<file path="config.mk">
export PLATFORM = sky130hd
export DESIGN_NAME = hazard_ctrl_flat
export DESIGN_NICKNAME = d
export VERILOG_FILES = /design/src/rtl/hazard_ctrl_if.sv /design/src/rtl/hazard_ctrl.sv /design/src/flat_wrapper.sv
export SDC_FILE = /design/constraint.sdc
export NUM_CORES = 1
export LEC_CHECK = 0
export BUFFER_PORTS_ARGS = -buffer_cell sky130_fd_sc_hd__buf_2
export CORE_AREA = 3 3 176 92
export DETAILED_ROUTE_END_ITERATION = 8
export DIE_AREA = 0 0 179 95
export PLACE_DENSITY = 0.79
export SLEW_MARGIN = 20
export SYNTH_ARGS = -nofsm -noshare
export SYNTH_HDL_FRONTEND = slang
export SYNTH_SLANG_ARGS = --single-unit
</file>
<file path="constraint.sdc">
create_clock -name clk -period 2.7 [get_ports clk]
set_input_delay 0.54 -clock clk [delete_from_list [all_inputs] [get_ports clk]]
set_output_delay 0.54 -clock clk [all_outputs]
set_load 0.005 [all_outputs]
</file>
<file path="src/rtl/hazard_ctrl_if.sv">
// rtl/hazard_ctrl_if.sv - pipeline/cache signal bundle between datapath and hazard controller
// Grouping of the ID/EX/MEM hazard inputs and the stall/flush/counter outputs.
interface hazard_ctrl_if #(
   parameter int CNT_W = 32
);
   logic [4:0]       rs1endId;
   logic [4:0]       rs2endId;
   logic             useRs1Id;
   logic             useRs2Id;
   logic             lwEx;
   logic [4:0]       rdEx;
   logic             takenEx;
   logic             memReq;
   logic             memReady;
   logic             pcStall;
   logic             ifidStall;
   logic             ifidFlush;
   logic             idexFlush;
   logic             freeze;
   logic             missTimeout;
   logic [CNT_W-1:0] bubbleCnt;
   logic [CNT_W-1:0] flushCnt;
   logic [CNT_W-1:0] missCnt;
   logic [CNT_W-1:0] freezeCnt;

   modport master (
      output rs1endId, rs2endId, useRs1Id, useRs2Id, lwEx, rdEx, takenEx, memReq, memReady,
      input  pcStall, ifidStall, ifidFlush, idexFlush, freeze, missTimeout,
      input  bubbleCnt, flushCnt, missCnt, freezeCnt
   );

   modport slave (
      input  rs1endId, rs2endId, useRs1Id, useRs2Id, lwEx, rdEx, takenEx, memReq, memReady,
      output pcStall, ifidStall, ifidFlush, idexFlush, freeze, missTimeout,
      output bubbleCnt, flushCnt, missCnt, freezeCnt
   );
endinterface

</file>
<file path="src/rtl/hazard_ctrl.sv">
// rtl/hazard_ctrl.sv - load-use / control-transfer / d-cache-miss hazard controller
// Control outputs are combinational; miss FSM, timer and event counters are registered.
module hazard_ctrl #(
   parameter int CNT_W        = 32,
   parameter int MISS_TIMEOUT = 64
) (
   input  logic        clk,
   input  logic        reset,
   hazard_ctrl_if.slave hc
);
   typedef enum logic {RUN, MISS} state_t;

   localparam int TW = $clog2(MISS_TIMEOUT + 1);

   state_t           state_q, state_d;
   logic [TW-1:0]    timer_q, timer_d;
   logic             timeout_q, timeout_d;
   logic [CNT_W-1:0] bubble_q, bubble_d;
   logic [CNT_W-1:0] flush_q, flush_d;
   logic [CNT_W-1:0] miss_q, miss_d;
   logic [CNT_W-1:0] freeze_q, freeze_d;

   logic mem_stall;
   logic miss_enter;
   logic load_use;
   logic sel_flush;
   logic sel_bubble;

   function automatic logic [CNT_W-1:0] sat_inc(input logic [CNT_W-1:0] v, input logic en);
      return (en && (v != {CNT_W{1'b1}})) ? v + {{(CNT_W-1){1'b0}}, 1'b1} : v;
   endfunction

   always_comb begin
      state_d    = state_q;
      mem_stall  = 1'b0;
      miss_enter = 1'b0;
      case (state_q)
         RUN: begin
            if (hc.memReq && !hc.memReady) begin
               state_d    = MISS;
               miss_enter = 1'b1;
               mem_stall  = 1'b1;
            end
         end
         MISS: begin
            // memReq is not consulted here: the access is already committed.
            if (hc.memReady) state_d = RUN;
            else             mem_stall = 1'b1;
         end
         default: state_d = RUN;
      endcase
   end

   always_comb begin
      load_use = hc.lwEx && (hc.rdEx != 5'd0) &&
                 ((hc.useRs1Id && (hc.rs1endId == hc.rdEx)) ||
                  (hc.useRs2Id && (hc.rs2endId == hc.rdEx)));
      sel_flush  = !mem_stall && hc.takenEx;
      sel_bubble = !mem_stall && !hc.takenEx && load_use;
   end

   assign hc.pcStall     = mem_stall || sel_bubble;
   assign hc.ifidStall   = mem_stall || sel_bubble;
   assign hc.ifidFlush   = sel_flush;
   assign hc.idexFlush   = sel_flush || sel_bubble;
   assign hc.freeze      = mem_stall;
   assign hc.missTimeout = timeout_q;
   assign hc.bubbleCnt   = bubble_q;
   assign hc.flushCnt    = flush_q;
   assign hc.missCnt     = miss_q;
   assign hc.freezeCnt   = freeze_q;

   always_comb begin
      timer_d   = timer_q;
      timeout_d = timeout_q;
      if (state_q == MISS) begin
         // Every cycle spent in MISS counts, including the one that sees memReady.
         if (timer_q == TW'(MISS_TIMEOUT - 1)) timeout_d = 1'b1;
         if (hc.memReady)                       timer_d = '0;
         else if (timer_q != TW'(MISS_TIMEOUT)) timer_d = timer_q + 1'b1;
      end
      bubble_d = sat_inc(bubble_q, sel_bubble);
      flush_d  = sat_inc(flush_q, sel_flush);
      miss_d   = sat_inc(miss_q, miss_enter);
      freeze_d = sat_inc(freeze_q, mem_stall);
   end

   always_ff @(posedge clk or negedge reset) begin
      if (!reset) begin
         state_q   <= RUN;
         timer_q   <= '0;
         timeout_q <= 1'b0;
         bubble_q  <= '0;
         flush_q   <= '0;
         miss_q    <= '0;
         freeze_q  <= '0;
      end else begin
         state_q   <= state_d;
         timer_q   <= timer_d;
         timeout_q <= timeout_d;
         bubble_q  <= bubble_d;
         flush_q   <= flush_d;
         miss_q    <= miss_d;
         freeze_q  <= freeze_d;
      end
   end
endmodule

</file>
<file path="src/flat_wrapper.sv">
// flat-port wrapper written by rule: the top's interface ports become plain ports
module hazard_ctrl_flat 
#(
   parameter int CNT_W        = 32,
   parameter int MISS_TIMEOUT = 64
)
  (clk, reset, hc_rs1endId, hc_rs2endId, hc_useRs1Id, hc_useRs2Id, hc_lwEx, hc_rdEx, hc_takenEx, hc_memReq, hc_memReady, hc_pcStall, hc_ifidStall, hc_ifidFlush, hc_idexFlush, hc_freeze, hc_missTimeout, hc_bubbleCnt, hc_flushCnt, hc_missCnt, hc_freezeCnt);
  hazard_ctrl_if #(.CNT_W(CNT_W)) hc_i ();
  input  logic clk;
  input  logic reset;
  input wire logic [$bits(hc_i.rs1endId)-1:0] hc_rs1endId;
  input wire logic [$bits(hc_i.rs2endId)-1:0] hc_rs2endId;
  input wire logic [$bits(hc_i.useRs1Id)-1:0] hc_useRs1Id;
  input wire logic [$bits(hc_i.useRs2Id)-1:0] hc_useRs2Id;
  input wire logic [$bits(hc_i.lwEx)-1:0] hc_lwEx;
  input wire logic [$bits(hc_i.rdEx)-1:0] hc_rdEx;
  input wire logic [$bits(hc_i.takenEx)-1:0] hc_takenEx;
  input wire logic [$bits(hc_i.memReq)-1:0] hc_memReq;
  input wire logic [$bits(hc_i.memReady)-1:0] hc_memReady;
  output wire logic [$bits(hc_i.pcStall)-1:0] hc_pcStall;
  output wire logic [$bits(hc_i.ifidStall)-1:0] hc_ifidStall;
  output wire logic [$bits(hc_i.ifidFlush)-1:0] hc_ifidFlush;
  output wire logic [$bits(hc_i.idexFlush)-1:0] hc_idexFlush;
  output wire logic [$bits(hc_i.freeze)-1:0] hc_freeze;
  output wire logic [$bits(hc_i.missTimeout)-1:0] hc_missTimeout;
  output wire logic [$bits(hc_i.bubbleCnt)-1:0] hc_bubbleCnt;
  output wire logic [$bits(hc_i.flushCnt)-1:0] hc_flushCnt;
  output wire logic [$bits(hc_i.missCnt)-1:0] hc_missCnt;
  output wire logic [$bits(hc_i.freezeCnt)-1:0] hc_freezeCnt;
  assign hc_i.rs1endId = hc_rs1endId;
  assign hc_i.rs2endId = hc_rs2endId;
  assign hc_i.useRs1Id = hc_useRs1Id;
  assign hc_i.useRs2Id = hc_useRs2Id;
  assign hc_i.lwEx = hc_lwEx;
  assign hc_i.rdEx = hc_rdEx;
  assign hc_i.takenEx = hc_takenEx;
  assign hc_i.memReq = hc_memReq;
  assign hc_i.memReady = hc_memReady;
  assign hc_pcStall = hc_i.pcStall;
  assign hc_ifidStall = hc_i.ifidStall;
  assign hc_ifidFlush = hc_i.ifidFlush;
  assign hc_idexFlush = hc_i.idexFlush;
  assign hc_freeze = hc_i.freeze;
  assign hc_missTimeout = hc_i.missTimeout;
  assign hc_bubbleCnt = hc_i.bubbleCnt;
  assign hc_flushCnt = hc_i.flushCnt;
  assign hc_missCnt = hc_i.missCnt;
  assign hc_freezeCnt = hc_i.freezeCnt;
  hazard_ctrl #(.CNT_W(CNT_W), .MISS_TIMEOUT(MISS_TIMEOUT)) u_core (.clk(clk), .reset(reset), .hc(hc_i));
endmodule
</file>
==> results of run 1 <==
==> area by class of cell <==
class	instances	share of cell area [%]
flip-flops and latches	137	41.4
repair buffers	165	10.6
multi-input cells	469	36.4
inverters	30	1.36
clock inverters	14	1.98
clock buffers	18	5.30
well taps	198	2.99
==> repair_timing <==
action                     4_1_cts  5_1_grt
resized for setup                0        2
setup endpoints to repair        0        3
hold buffers                     0        0
hold endpoints to repair         0        0
==> worst paths after layout <==
kind                                           endpoint  slack (ns)  depth (start not counted)
worst min-delay path             u_core.hc.bubbleCnt[2]        0.11                          1
worst max-delay path                       hc_ifidStall        0.21                          6
worst min register to register    u_core.hc.missTimeout        0.48                          1
worst max register to register   u_core.hc.flushCnt[30]        0.28                          7
max in group asynchronous       u_core.hc.freezeCnt[10]        1.91                          2
min in group clk                      u_core.timer_q[4]        0.45                          2
==> sequential cells by signal, summed over array words and instances (netlist names) <==
name                   cells
u_core.hc.bubbleCnt       32
u_core.hc.flushCnt        32
u_core.hc.freezeCnt       32
u_core.hc.missCnt         32
u_core.hc.missTimeout      1
u_core.state_q             1
u_core.timer_q             7
==> Yosys cell counts (5+ instances only) <==
master	count	share of area, %
a21oi_1	5	0.38
and3_1	14	1.3
and4_1	5	0.66
clkbuf_1	6	0.34
dfrtp_1	137	52
ha_1	6	1.1
inv_1	30	1.7
nand2_1	64	3.6
nand3_1	48	3.6
nand4_1	40	3.8
nor2_1	51	2.9
nor3_1	29	2.2
nor4_1	17	1.6
o22ai_1	5	0.47
or3_1	7	0.66
xnor2_1	77	10
xor2_1	56	7.4
==> per-stage QoR <==
stage / std cells / power [uW] / hold slack, ns
2_1_floorplan: 648 / 2760 / 0.244
3_3_place_gp: 999 / 3040 / 0.444
3_5_place_dp: 999 / 3070 / 0.462
4_1_cts: 1031 / 5430 / 0.135
5_1_grt: 1031 / 5650 / 0.142
6_report: 1031 / 5370 / 0.110
==> power groups by stage <==
stage	Combinational, uW	Sequential (uW)	Clock, uW
6_report	576	2460	2340
5_1_grt	663	2490	2500
3_3_place_gp	567	2480	0
3_5_place_dp	586	2490	0
4_1_cts	588	2450	2390
2_1_floorplan	305	2460	0
==> routing by layer <==
metal	up-vias	global-route usage [%]	wire length (um)
li1	2591	-	-
met1	2640	23.9	6800
met2	111	31.3	7800
met3	20	3.33	528
met4	0	7.06	255
met5	-	0	0
==> layout by cell type (no fill, tap or decap), types with 2 or more instances in the layout <==
cell and n:
clkbuf_16 17, xnor2_1 77, nand3_1 48, nand4_1 40, o21ai_0 4, and4_1 5
nor2_1 51, clkinv_4 7, nand2b_1 3, o21a_1 2, ha_1 6, buf_12 2
dfrtp_1 137, or3_1 7, o22ai_1 5, nand2_1 64, mux2_2 4, and2_1 2
a21oi_1 5, inv_1 30, inv_6 4, nor3b_1 3, buf_2 155, nor3_1 29
nor4_1 17, or4_1 3, and3_1 14, xor2_1 56, bufinv_16 2, or2_2 3
buf_4 7, nor2b_1 2
==> critical path, stage by stage, from the launching register on <==
cell	delay, ns
dfrtp_1	0.48
o21bai_2	0.21
inv_1	0.15
nor4b_2	0.34
nand2_1	0.15
nand2_1	0.11
buf_2	0.11
==> cells by family after synthesis <==
kind of cell             Yosys count  synth area share (%)
AO/OA/AOI/OAI                     26                  2.61
AND/OR/NAND/NOR                  300                  23.4
buffers and inverters             42                  2.63
XOR/XNOR                         133                  17.6
multiplexers                       4                 0.682
flip-flops                       137                  51.9
adder cells (fa/ha/maj)            6                  1.14
==> results.py, run 1 <==
metrics = {
    "run_status": {
        "outcome": "complete, no violations",
    },
    "route": {
        "remaining_drc_errors": 0,
        "vias_per_cell": 5.20,
        "wl_um": 15400,
        "num_vias": 5362,
        "wl_per_cell_um": 14.9,
        "drt_pass1_iterations": 4,
        "initialDrtViolationCount": 269,
        "postRouteAntennaNets": 0,
    },
    "clock_tree": {
        "clockRootBuffer": "clkbuf_16",
        "cts_buffers": 17,
        "post_cts_buffers": 0,
        "clock_latency_ns": 0.40,
        "clock_path_buffers": 2,
        "htreeDepth": 4,
        "cts.clk_slew.worst_paths_ns": 0.06,
        "cts_num_sinks": 137,
        "tritoncts": "built",
    },
    "yosys": {
        "synth_edf_count": 0,
        "postSynthAreaPerCell_um2": 10.2,
        "synth.yosys.seq_area_share_pct": 51.9,
        "syn_nets": 677,
        "synth_ff_type": "dfrtp_1",
        "yosys_warnings": 0,
        "synth_area_um2": 6610,
        "ys_types": 47,
        "async_flop_share_pct": 100,
        "synth-seq-cells": 137,
        "synth_cells": 648,
    },
    "die": {
        "rows": 31,
        "start_util_pct": 45.4,
        "die_w_um": 179,
        "dieArea_um2": 17000,
        "die_y_um": 95,
        "core_um2": 14500,
        "io_pins": 157,
    },
    "critical_path": {
        "end_kind": "output pin",
        "cp.arrival_ns": 1.95,
        "required_ns": 2.16,
        "crit_start": "u_core.state_q",
        "path_max_fanout": 9,
        "r2r-start": "u_core.hc.flushCnt[0]",
        "startpoint_type": "flip-flop",
        "path_class": "flip-flop to output pin",
    },
    "sta": {
        "tns_ns": 0,
        "tightestPinTransition_ns": 0.592,
        "rsz0062_at_grt": "false",
        "finalMaxSlewViolations": 0,
        "finalCritPeriodShare_pct": 92.2,
        "fin_crit_ns": 2.49,
        "fmax_mhz": 402,
        "worst_slack_ns": 0.211,
        "slew_headroom_pct": 60.5,
        "finalSetupViolCount": 0,
        "clock_skew_ns": 0.0144,
        "hold_viol_final": 0,
    },
    "place": {
        "io_buffers": 156,
        "placed_cell_area_um2": 7670,
        "place_ws_ns": 0.214,
        "post-dp-hpwl_um": 11400,
        "gp_congestion": 0.866,
    },
    "power": {
        "p_clk_share_pct": 43.5,
        "combPwrFrac_pct": 10.7,
        "p_seq_share_pct": 45.8,
        "p_sw_share_pct": 27.0,
        "power_density_nw_per_um2": 648,
        "switchingPower_uw": 1450,
        "internal-power_uw": 3920,
        "p_leak_uw": 0.00414,
        "vdd_drop_max_uv": 404,
    },
    "layout": {
        "nets": 849,
        "fillerInstances": 1250,
        "final_util_pct": 57.0,
        "final_cell_area_um2": 8290,
        "area_growth_pct": 25.4,
        "seq_area_um2": 3430,
        "antenna_cells": 0,
        "multiInputGateArea_um2": 3020,
        "drive_above_1_share_pct": 25.5,
    },
    "global_routing": {
        "grt_max_degree": 64,
        "first_global_vias": 5208,
        "grt_usage_pct": 18.5,
        "grt_pass1_wl_um": 25400,
        "gr-total-overflow": 0,
        "antenna_found_initial": 0,
    },
    "hold_path": {
        "hp-class": "primary input to asynchronous set/reset pin",
    },
    "flow_run": {
        "drv_cap": 0,
    },
}
Power figures use the tool's default switching activity.
==> run 2: changes to the inputs <==
clock period = 2.4 ns   (was 2.7 ns; I/O delays follow)
==> results.py, run 2 (synthesis results as in run 1) <==
metrics = {
    "power": {
        "internal-power_uw": 4440,
        "power_density_nw_per_um2": 727,
        "p_leak_uw": 0.00421,
        "combPwrFrac_pct": 11.5,
        "p_sw_share_pct": 27.4,
        "p_clk_share_pct": 43.4,
        "power.total_uw": 6120,
        "vdd_drop_max_uv": 563,
        "p_seq_share_pct": 45.1,
        "switchingPower_uw": 1680,
    },
    "place": {
        "post-dp-hpwl_um": 11700,
        "io_buffers": 156,
        "placed_cell_area_um2": 7780,
        "place_inst": 1011,
        "gp_congestion": 0.843,
    },
    "layout": {
        "most-common-layout-cells": "buf_2 (155), dfrtp_1 (137), xnor2_1 (77), nand2_1 (64), xor2_1 (56)",
        "seq_area_um2": 3430,
        "stdcell_count": 1044,
        "fillerInstances": 1264,
        "area_growth_pct": 27.4,
        "nets": 862,
        "mostFrequentLayoutCell": "buf_2",
        "antenna_cells": 0,
        "final_util_pct": 57.9,
        "final_cell_area_um2": 8420,
        "drive_above_1_share_pct": 26.7,
        "multiInputGateArea_um2": 3040,
    },
    "critical_path": {
        "max_stage_delay_ns": 0.44,
        "path_max_fanout": 6,
        "cp.arrival_ns": 2.62,
        "r2r-end": "u_core.hc.missCnt[28]",
        "required_ns": 2.73,
        "path_delay_family": "simple AND/OR/NAND/NOR gates",
        "r2r_setup_slack_ns": 0.11,
        "worstRegToRegCells": 8,
        "critical_path_buf_inv_count": 1,
        "path_cells": "ha_1 > nand3_1 > nor4_1 > buf_4 > nor2b_1 > o211ai_1 > nor4_2 > xor2_1",
        "startpoint_type": "flip-flop",
        "path_class": "flip-flop to flip-flop",
        "r2r-start": "u_core.hc.missCnt[0]",
        "end_kind": "flip-flop",
        "crit_start": "u_core.hc.missCnt[0]",
        "cp_slowest_cell": "dfrtp_1",
    },
    "sta": {
        "fmax_mhz": 436,
        "slew_headroom_pct": 57.0,
        "clock_skew_ns": 0.0132,
        "finalMaxSlewViolations": 0,
        "fin_crit_ns": 2.29,
        "hold_viol_final": 0,
        "tns_ns": 0,
        "finalSetupViolCount": 0,
        "tightestPinTransition_ns": 0.639,
        "finalCritPeriodShare_pct": 95.6,
    },
    "route": {
        "drt_pass1_iterations": 4,
        "wl_per_cell_um": 15.1,
        "initialDrtViolationCount": 240,
        "postRouteAntennaNets": 0,
        "num_vias": 5429,
        "remaining_drc_errors": 0,
        "wl_um": 15800,
        "vias_per_cell": 5.20,
    },
    "clock_tree": {
        "clock_path_buffers": 2,
        "tritoncts": "built",
        "post_cts_buffers": 0,
        "cts_num_sinks": 137,
        "cts_buffers": 17,
        "clock_latency_ns": 0.41,
        "cts.clk_slew.worst_paths_ns": 0.07,
        "clockRootBuffer": "clkbuf_16",
        "htreeDepth": 4,
    },
    "global_routing": {
        "grt_max_degree": 54,
        "grt_usage_pct": 19.1,
        "antenna_found_initial": 0,
        "first_global_vias": 5354,
        "gr-total-overflow": 0,
        "grt_pass1_wl_um": 26300,
    },
    "die": {
        "rows": 31,
        "io_pins": 157,
        "start_util_pct": 45.4,
        "core_um2": 14500,
        "die_w_um": 179,
        "die_y_um": 95,
        "dieArea_um2": 17000,
    },
    "hold_path": {
        "holdPathEnd": "u_core.timer_q[4]",
        "hold_depth": 3,
        "min-delay-start": "hc_memReady",
        "hp-class": "primary input to flip-flop",
    },
    "flow_run": {
        "drv_cap": 0,
    },
    "run_status": {
        "outcome": "complete, no violations",
    },
}
run 2: changes by cell type in the layout (fill, tap and decap cells not counted), sizes merged:
cell	delta
buf	+12
dlygate4sd3	+1
clkinv	-3
clkinvlp	+2
inv	+1
run 2: final cells by class:
| class | count | share of cell area, % |
|---|---|---|
| Multi-Input combinational cell | 469 | 36.1 |
| Clock buffer | 18 | 5.22 |
| Timing Repair Buffer | 178 | 11.8 |
| Clock inverter | 14 | 1.92 |
| Tap cell | 198 | 2.94 |
| Inverter | 30 | 1.34 |
| Sequential cell | 137 | 40.7 |
run 2: power by group through the flow:
| stage | combinational, uW | clock, uW | sequential, uW |
|---|---|---|---|
| global placement | 682 | 0 | 2780 |
| floorplan | 343 | 0 | 2760 |
| detailed placement | 710 | 0 | 2790 |
| global route | 795 | 2820 | 2790 |
| finish | 705 | 2660 | 2760 |
| CTS | 716 | 2720 | 2750 |
run 2: worst max-delay path by stage:
stage / endpoint / slack, ns / cells after the start
6_report: u_core.hc.missCnt[28] / 0.11 / 8
5_1_grt: u_core.hc.missCnt[28] / -0.04 / 8
4_1_cts: hc_pcStall / 0.05 / 6
3_5_place_dp: u_core.hc.bubbleCnt[31] / 0.07 / 8
3_3_place_gp: u_core.hc.bubbleCnt[28] / 0.16 / 8
2_1_floorplan: u_core.hc.bubbleCnt[29] / 0.17 / 8
run 2: tightest hold or removal path, cell delays in order:
cell and delay, ns:
buf_2 0.08, buf_4 0.15, o22ai_1 0.07
run 2: what timing repair did:
item / CTS / global route
cloned: 0 / 0
endpoints found under the setup margin: 3 / 9
hold buffers: 1 / 0
resized for setup: 1 / 4
hold endpoints to repair: 35 / 0
run 2: layer usage:
metal | global-route usage (%) | wire (um)
met2 | 33.6 | 8190
met3 | 3.69 | 515
met4 | 5.83 | 155
met5 | 0 | 0
met1 | 24.1 | 6900
run 2: per-stage QoR:
step	hold WS, ns	setup WS (ns)
after floorplan	0.184	0.172
after global placement	0.402	0.159
after detailed placement	0.411	0.0681
after CTS	0.405	0.0512
after global routing	0.435	-0.0446
final	0.422	0.106
